===== config.mk =====
export PLATFORM = sky130hd
export DESIGN_NAME = seq_magnitude_comparator
export DESIGN_NICKNAME = d
export VERILOG_FILES = /design/src/rtl/seq_magnitude_comparator.sv
export SDC_FILE = /design/constraint.sdc
export NUM_CORES = 1
export LEC_CHECK = 0
export CORE_MARGIN = 1.5
export CORE_UTILIZATION = 40
export DETAILED_ROUTE_END_ITERATION = 12
export GPL_TIMING_DRIVEN = 0
export PLACE_DENSITY = 0.68
export SKIP_CTS_REPAIR_TIMING = 1
export SLEW_MARGIN = 30
export SYNTH_ARGS = -nofsm -noshare
export SYNTH_HDL_FRONTEND = slang
export SYNTH_SLANG_ARGS = --single-unit
export TNS_END_PERCENT = 100

===== constraint.sdc =====
create_clock -name clk -period 1.7 [get_ports clk]
set_input_delay 0.425 -clock clk [delete_from_list [all_inputs] [get_ports clk]]
set_output_delay 0.425 -clock clk [all_outputs]
set_load 0.005 [all_outputs]

===== src/rtl/seq_magnitude_comparator.sv =====
// Multi-cycle magnitude comparator: walks CHUNK bits per clock, LS chunk first.
// Supports cascade-in flags and run-time two's-complement mode.
module seq_magnitude_comparator #(
    parameter int WIDTH = 16,
    parameter int CHUNK = 4
) (
    input  logic             clk,
    input  logic             rst,
    input  logic             start,
    input  logic [WIDTH-1:0] a,
    input  logic [WIDTH-1:0] b,
    input  logic             is_signed,
    input  logic             cas_e,
    input  logic             cas_l,
    input  logic             cas_g,
    output logic             busy,
    output logic             done,
    output logic             eq,
    output logic             lt,
    output logic             gt
);

    localparam int N  = WIDTH / CHUNK;
    localparam int CW = (N > 1) ? $clog2(N) : 1;

    typedef enum logic {IDLE, RUN} state_t;

    state_t           state;
    state_t           stateNext;
    logic [WIDTH-1:0] opA;
    logic [WIDTH-1:0] opB;
    logic             flip;
    logic             fE;
    logic             fL;
    logic             fG;
    logic [CW-1:0]    cnt;
    logic [CHUNK-1:0] ca;
    logic [CHUNK-1:0] cb;
    logic             nE;
    logic             nL;
    logic             nG;
    logic             lastChunk;
    logic             accept;

    always_ff @(posedge clk or posedge rst) begin
        if (rst) begin
            state <= IDLE;
        end else begin
            state <= stateNext;
        end
    end

    always_comb begin
        stateNext = state;
        unique case (state)
            IDLE: if (start) stateNext = RUN;
            RUN:  if (lastChunk) stateNext = IDLE;
        endcase
    end

    always_comb begin
        busy   = (state == RUN);
        accept = (state == IDLE) && start;
    end

    // Operands shift right each cycle so the current chunk is always at bit 0.
    always_comb begin
        ca        = opA[CHUNK-1:0];
        cb        = opB[CHUNK-1:0];
        lastChunk = (cnt == CW'(N - 1));
        nE        = fE;
        nL        = fL;
        nG        = fG;
        if (ca != cb) begin
            nE = 1'b0;
            nL = (ca < cb);
            nG = (ca > cb);
        end
    end

    always_ff @(posedge clk or posedge rst) begin
        if (rst) begin
            opA  <= '0;
            opB  <= '0;
            flip <= 1'b0;
            fE   <= 1'b0;
            fL   <= 1'b0;
            fG   <= 1'b0;
            cnt  <= '0;
            done <= 1'b0;
            eq   <= 1'b0;
            lt   <= 1'b0;
            gt   <= 1'b0;
        end else begin
            done <= 1'b0;
            if (accept) begin
                opA  <= a;
                opB  <= b;
                flip <= is_signed & (a[WIDTH-1] ^ b[WIDTH-1]);
                fE   <= cas_e;
                fL   <= cas_l;
                fG   <= cas_g;
                cnt  <= '0;
            end else if (state == RUN) begin
                opA <= opA >> CHUNK;
                opB <= opB >> CHUNK;
                fE  <= nE;
                fL  <= nL;
                fG  <= nG;
                cnt <= cnt + CW'(1);
                if (lastChunk) begin
                    // Differing sign bits invert the unsigned ordering.
                    done <= 1'b1;
                    eq   <= nE;
                    lt   <= flip ? nG : nL;
                    gt   <= flip ? nL : nG;
                end
            end
        end
    end

endmodule


### Yosys cells after proc, flatten, opt, wreduce, memory -nomap -nowiden

Index checks and enable logic that the tools add are counted.

* bitwise logic cells: 4
* eq/ne operators: 2
* multiplexer cells: 23
* magnitude comparators: 2
* reductions and logical operators: 3
* $add $sub $neg: 1

Operators by type and width (count)
* $mux W16: 4
* $mux W1: 16
* $gt A4 B4 Y1: 1
* $lt A4 B4 Y1: 1
* $mux W2: 2
* $ne A4 B4 Y1: 1
* $reduce_and A3 Y1: 1
* $add A2 B1 Y2 const B: 1
* $eq A2 B2 Y1 const B: 1
* $not A1 Y1: 2
* $pmux W1 S2: 1
* $reduce_bool A2 Y1: 1
* $and A1 B1 Y1: 1
* $logic_and A1 B1 Y1: 1
* $xor A1 B1 Y1: 1

* output and inout bits: 5
* register bits after elaboration: 43
* input port bits: 39

### Logic depth before layout (Yosys ltp)

Gate-level depths: netlist of run 1.

* depth after elaboration: 4
* depth in mapped cells: 7
* gate-level depth less buffers: 6

### Worst setup path before layout of run 1

No wires, ideal clock.

* path type: reg-to-reg
* from: reg opA[3]
* to: reg fG
* cell stages (with the launch flop): 7
* slack: 32 ps
* library setup time: 137 ps
* data required time: 1563 ps
* data arrival time: 1531 ps
* cell sequence: dfrtp_1 -> ha_1 -> and4_1 -> buf_6 -> a211oi_4 -> a22o_4 -> a21oi_1

* cells in the longest elaborated chain, start to end: 4
* elaborated cells between the ends (all ways): 5

RTL lines
* start: declaration: line 30 `logic [WIDTH-1:0] opA;`
* start signal: assignment: line 105 `opA <= opA >> CHUNK;`
* $gt A4 B4 Y1 / $ne A4 B4 Y1 (equally long branches): line 77, 74
* $mux W1 *: line 74 `if (ca != cb) begin`
* $mux W1 *: line 104 `end else if (state == RUN) begin`
* $mux W1 *: line 96 `if (accept) begin`
* end signal: assignment: line 102 `fG <= cas_g;`
* end signal: assignment: line 109 `fG <= nG;`
* end: declaration: line 35 `logic fG;`

Every way passes the cells marked *; elsewhere a longest branch is shown, timed or not. The select of a mux whose other input is x is not followed.
A chain may end at the register's enable or synchronous reset.

### Worst setup path in the final report of run 1

* from: reg state (netlist: busy)
* to: out busy

RTL lines
* start: declaration: line 28 `state_t state;`
* start signal: assignment: line 49 `state <= stateNext;`
* end: declaration: line 16 `output logic busy,`

No word-level cell between the ends.

==> impl_metrics.ini, run 1 <==
[setup_path]
critPathLaunchType = flop
crit_chain = clkdlybuf4s50_1
crit_arrival_ps = 1220
r2r_cells = 6
rr_startpoint = opA[2]
crit_type = flop to output port
max_stage_delay_ps = 510
r2r_end = gt
end_kind = output port
crit_slowest_cell = clkdlybuf4s50_1
cp.required_ps = 1270
cp_max_fo = 6
path_buf_inv = 1
critPathTopFamily = buffers and inverters
r2r_slack_ps = 60

[grt]
grt_use_total_pct = 18.2
grt_pass1_wl_um = 7590
grt-ovfl-total = 0
grt_pass1_vias = 1622
grt_max_degree = 24
antenna_found_initial = 0

[synthesis]
synth_area_mm2 = 0.00207
syn-num-nets = 240
syn_avg_cell_area_um2 = 10.5
synth_top_area_cell = dfrtp_1
ys_warn_count = 0
ys_top_cells_by_area = dfrtp_1 52%, mux2i_1 16%, nand2_1 5.6%, o21ai_0 5.1%, ha_1 3.0%
synth.top_cell.area_share_pct = 52.1
ys_types = 29
ys_seq_elements = 43
yosysSeqAreaShare_pct = 52.1
synthCells = 196

[routing]
first_pass_iters = 4
drt-met1-wl_um = 2100
top_layer = met4
viasPerCell = 4.95
antenna_left = 0
wl_met2_um = 2180
drc = 0
vias = 1585
wl_met3_um = 201
drt-initial-drc-count = 89
wirelength_um = 4540
routedWlPerCell_um = 14.2

[placement]
gp_congestion = 0.792
pre_cts_ws_ps = -301
portBuffers = 43
dpl.hpwl_um = 3280

[finish]
layout_commonest_cell = clkdlybuf4s50_1
multi_input_area_um2 = 926
nets = 296
diodes = 0
drive_above_1_share_pct = 13.8
n_fill_cell = 427
area_growth_pct = 35.9
regArea_mm2 = 0.00108
final_cell_mix = 43 x clkdlybuf4s50_1, 42 x dfrtp_1, 32 x mux2i_1

[floorplanning]
dieHeight_um = 74.9
core_mm2 = 0.00485
die_w_um = 74.9
rows = 25
initial_utilization_pct = 42.6
ioPinCount = 44
dieArea_mm2 = 0.00560

[pwr]
p_leak_nw = 1.29
power_density_mw_per_mm2 = 1450
p_sw_w = 0.00139
vdd_drop_max_mv = 0.467
clkPwrFrac_pct = 20.3
p_int_w = 0.00266
fin_total_pwr_w = 0.00406
seqPwrFrac_pct = 39.1
switching_share_pct = 34.4
comb_power_share_pct = 40.6

[sta]
finalCritPeriodShare_pct = 96.7
setup_violations = 0
worstMarginPinSlew_ps = 511
fin_crit_ps = 1640
timing_hold_violations_final = 0
worst_slack_ps = 55.7
slew_headroom_pct = 65.9
report.final.slew_viol_count = 0
skew_ps = 6.54
whs_ps = 477
rsz0062_at_grt = yes
fmax_mhz = 608

[clocking]
clockBufferDepth = 2
cts_made_buffers = 5
htreeDepth = 2
cts.clk_slew.worst_paths_ps = 80
clock_latency_ps = 290
cts-root-buf = clkbuf_8
cts_tree = built
clock_sinks = 43

[worst_hold_path]
hold_class = primary input to async pin

[status]
outcome = finished, final reports clean

[job]
max-cap-violations = 0
-- logic make-up after synthesis --
group | synth area share (%)
compound gates | 13.3
fa+ha+maj | 3.03
mux | 16.1
simple gates | 10.5
buf+inv | 4.66
xor+xnor | 0.424
flops | 52.1
-- per-layer routing --
layer | GRT usage (%) | vias to the layer above
met5 | 0 | -
met4 | 5.45 | 0
met3 | 4.02 | 7
met2 | 30.6 | 41
met1 | 23.6 | 761
li1 | - | 776
-- stage by stage --
step	utilization, %	instances	TNS [ps]	cell area, µm²
2_1_floorplan	-	196	0	2070
3_3_place_gp	53.2	306	-35970	2580
4_1_cts	56.2	315	-256	2730
6_report	57.9	320	0	2810
5_1_grt	57.9	320	-27.4	2810
3_5_place_dp	53.8	307	-7070	2610
-- registers in the layout, summed over array words and instances, names as in the netlist --
signal	count
fG	1
eq	1
flip	1
lt	1
fL	1
busy	1
gt	1
fE	1
opB	16
cnt	2
done	1
opA	16
-- power by group through the flow --
stage	sequential [W]	clock, W	combinational, W
CTS	0.00158	0.000840	0.00151
detailed placement	0.00160	0	0.00150
finish	0.00159	0.000824	0.00165
floorplan	0.00154	0	0.00107
global placement	0.00158	0	0.00146
global route	0.00163	0.000883	0.00184
-- synth_stat cells --
cell type and count:
xor2_1 1, a21oi_1 4, a211oi_2 2, o22ai_1 1
ha_1 5, mux2i_1 32, clkbuf_1 7, nor2b_1 3
and3_1 1, nand2b_1 2, buf_6 1, a22oi_1 1
o211ai_1 1, and4_1 1, buf_4 2, o21ai_0 21
a211oi_1 2, o21ai_1 5, a22o_4 1, mux2_2 1
buf_2 2, nand2_1 31, inv_1 9, nand3_1 1
a211o_2 1, a221oi_2 1, nor2_1 13, dfrtp_1 43
a211oi_4 1
-- worst max-delay path by stage --
stage,end,cells after the start,start
finish,busy,1,busy
global route,gt,7,opB[2]
CTS,fG,6,opA[3]
detailed placement,opA[15],5,start
global placement,opB[14],2,rst
floorplan,fG,6,opA[3]
-- layout make-up --
cell class | instances | share of cell area [%]
repair buffers | 49 | 17.7
flip-flops and latches | 43 | 38.4
clock buffers | 6 | 2.94
plain buffers | 12 | 2.59
inverters | 9 | 1.20
clock inverters | 2 | 1.25
well taps | 67 | 2.99
multi-input cells | 132 | 33.0
No activity file was read; power rests on OpenSTA's default activity.
==> inputs of run 2 (changes only) <==
- CORE_UTILIZATION: 40 -> 45
- PLACE_DENSITY: 0.68 -> 0.75
==> run 2 against run 1 <==
Against the previous run: non-clock buffer count shrank 2; clock-buffer cell count unchanged; routed wire length decreased by 3.9%; die area is 11% lower; cell area decreased by 2.1%; fmax decreased by 0.83%; via count fell by 0.44%; worst setup slack worse by 14 ps; first-iteration DRC count shrank 49%; largest cell class unchanged.
==> impl_metrics.ini, run 2 (synthesized netlist as in run 1, its figures left out) <==
[routing]
routedWlPerCell_um = 14.5
viasPerCell = 5.23
drt-initial-drc-count = 45
drc = 0
wirelength_um = 4370
antenna_left = 0
vias = 1578
first_pass_iters = 4

[sta]
fin_crit_ps = 1660
whs_ps = 466
slew_headroom_pct = 65.3
rsz0062_at_grt = yes
tns_ps = 0
skew_ps = 3.61
report.final.slew_viol_count = 0
worstMarginPinSlew_ps = 520
timing_hold_violations_final = 0
finalCritPeriodShare_pct = 97.5
fmax_mhz = 603
setup_violations = 0

[setup_path]
rr_startpoint = opB[1]
critPathLaunchType = flop
crit_slowest_cell = dfrtp_1
crit_arrival_ps = 1810
critical_path_depth = 7
path_buf_inv = 2
crit_end = fG
cp_max_fo = 7
r2r_end = fG
cp.required_ps = 1850
end_kind = flop
critPathTopFamily = compound AO/OA/AOI/OAI gates
r2r_cells = 7
r2r_slack_ps = 40
max_stage_delay_ps = 380
crit_type = flop to flop
startpoint = opB[1]
crit_chain = inv_1, ha_4, and4_1, buf_6, a211oi_4, a22o_4, a21oi_1

[grt]
grt-ovfl-total = 0
antenna_found_initial = 0
grt_pass1_vias = 1636
grt_max_degree = 24
grt_use_total_pct = 19.5
grt_pass1_wl_um = 7640

[pwr]
fin_total_pwr_w = 0.00390
comb_power_share_pct = 40.1
seqPwrFrac_pct = 40.4
p_sw_w = 0.00133
p_int_w = 0.00257
vdd_drop_max_mv = 0.527
clkPwrFrac_pct = 19.5
power_density_mw_per_mm2 = 1420
p_leak_nw = 1.26
switching_share_pct = 34.2

[clocking]
cts_tree = built
htreeDepth = 2
cts_made_buffers = 5
clockBufferDepth = 2
cts.clk_slew.worst_paths_ps = 80
cts-root-buf = clkbuf_8
clock_sinks = 43
clock_latency_ps = 290

[finish]
area_growth_pct = 33.1
n_fill_cell = 374
instances_no_fill = 302
drive_above_1_share_pct = 10.8
nets = 294
reg_top3 = opA (16), opB (16), cnt (2)
layout_commonest_cell = clkdlybuf4s50_1
regArea_mm2 = 0.00108
final_cell_mix = 43 x clkdlybuf4s50_1, 42 x dfrtp_1, 32 x mux2i_1
multi_input_area_um2 = 918
diodes = 0

[placement]
portBuffers = 43
gp_congestion = 0.718
dpl.cell_count = 292
dpl.hpwl_um = 3190

[worst_hold_path]
hold_class = primary input to async pin

[floorplanning]
ioPinCount = 44
dieArea_mm2 = 0.00501
dieHeight_um = 70.8
die_w_um = 70.8
rows = 24
core_mm2 = 0.00438
initial_utilization_pct = 47.1

[status]
outcome = finished, final reports clean

[job]
max-cap-violations = 0
run 2: cell count changes in the layout (fill, tap and decap cells not counted), sizes merged:
| cell | change |
|---|---|
| clkinv | -1 |
| buf | -1 |
| clkbuf | -1 |
run 2: how the worst min path moves through the flow:
stage	cells after the start	endpoint	startpoint	slack [ps]
after global routing	2	eq	eq	500
final	2	opA[0]	rst	470
after floorplan	2	opA[11]	opA[15]	450
after detailed placement	2	eq	eq	460
after CTS	2	eq	eq	470
after global placement	2	eq	eq	450
run 2: final cells by class:
| cell class | instances | share of cell area, % |
|---|---|---|
| Sequential cell | 43 | 39.2 |
| Multi-Input combinational cell | 132 | 33.4 |
| Timing Repair Buffer | 47 | 17.5 |
| Clock buffer | 6 | 2.64 |
| Buffer | 12 | 2.59 |
| Tap cell | 52 | 2.37 |
| Inverter | 9 | 1.23 |
| Clock inverter | 1 | 1.09 |
run 2: per-layer routing:
layer	up-vias	routed length, µm	GRT usage (%)	share of wire (%)
li1	774	-	-	-
met1	754	1960	26.1	45
met2	44	2130	31.8	49
met3	6	225	4.99	5.2
met4	0	52	5.66	1.2
met5	-	0	0	0
run 2: through the flow:
step / cell area [µm²] / util (%) / setup slack (ps)
after floorplan: 2070 / - / 32.0
after global placement: 2560 / 58.4 / -649
after detailed placement: 2590 / 59.0 / -287
after CTS: 2690 / 61.4 / -83.6
after global routing: 2750 / 62.7 / -38.4
final: 2750 / 62.7 / 41.9
run 2: power groups by stage:
| stage | clock, W | combinational (W) | sequential, W |
|---|---|---|---|
| 6_report | 0.000762 | 0.00157 | 0.00158 |
| 5_1_grt | 0.000832 | 0.00178 | 0.00162 |
| 4_1_cts | 0.000792 | 0.00151 | 0.00157 |
| 3_5_place_dp | 0 | 0.00150 | 0.00159 |
| 3_3_place_gp | 0 | 0.00145 | 0.00157 |
| 2_1_floorplan | 0 | 0.00107 | 0.00154 |
run 2: worst register-to-register path, stage by stage, from the launching register on:
cell and delay [ps]:
dfrtp_1 380, inv_1 90, ha_4 210, and4_1 200, buf_6 140, a211oi_4 250, a22o_4 180, a21oi_1 70
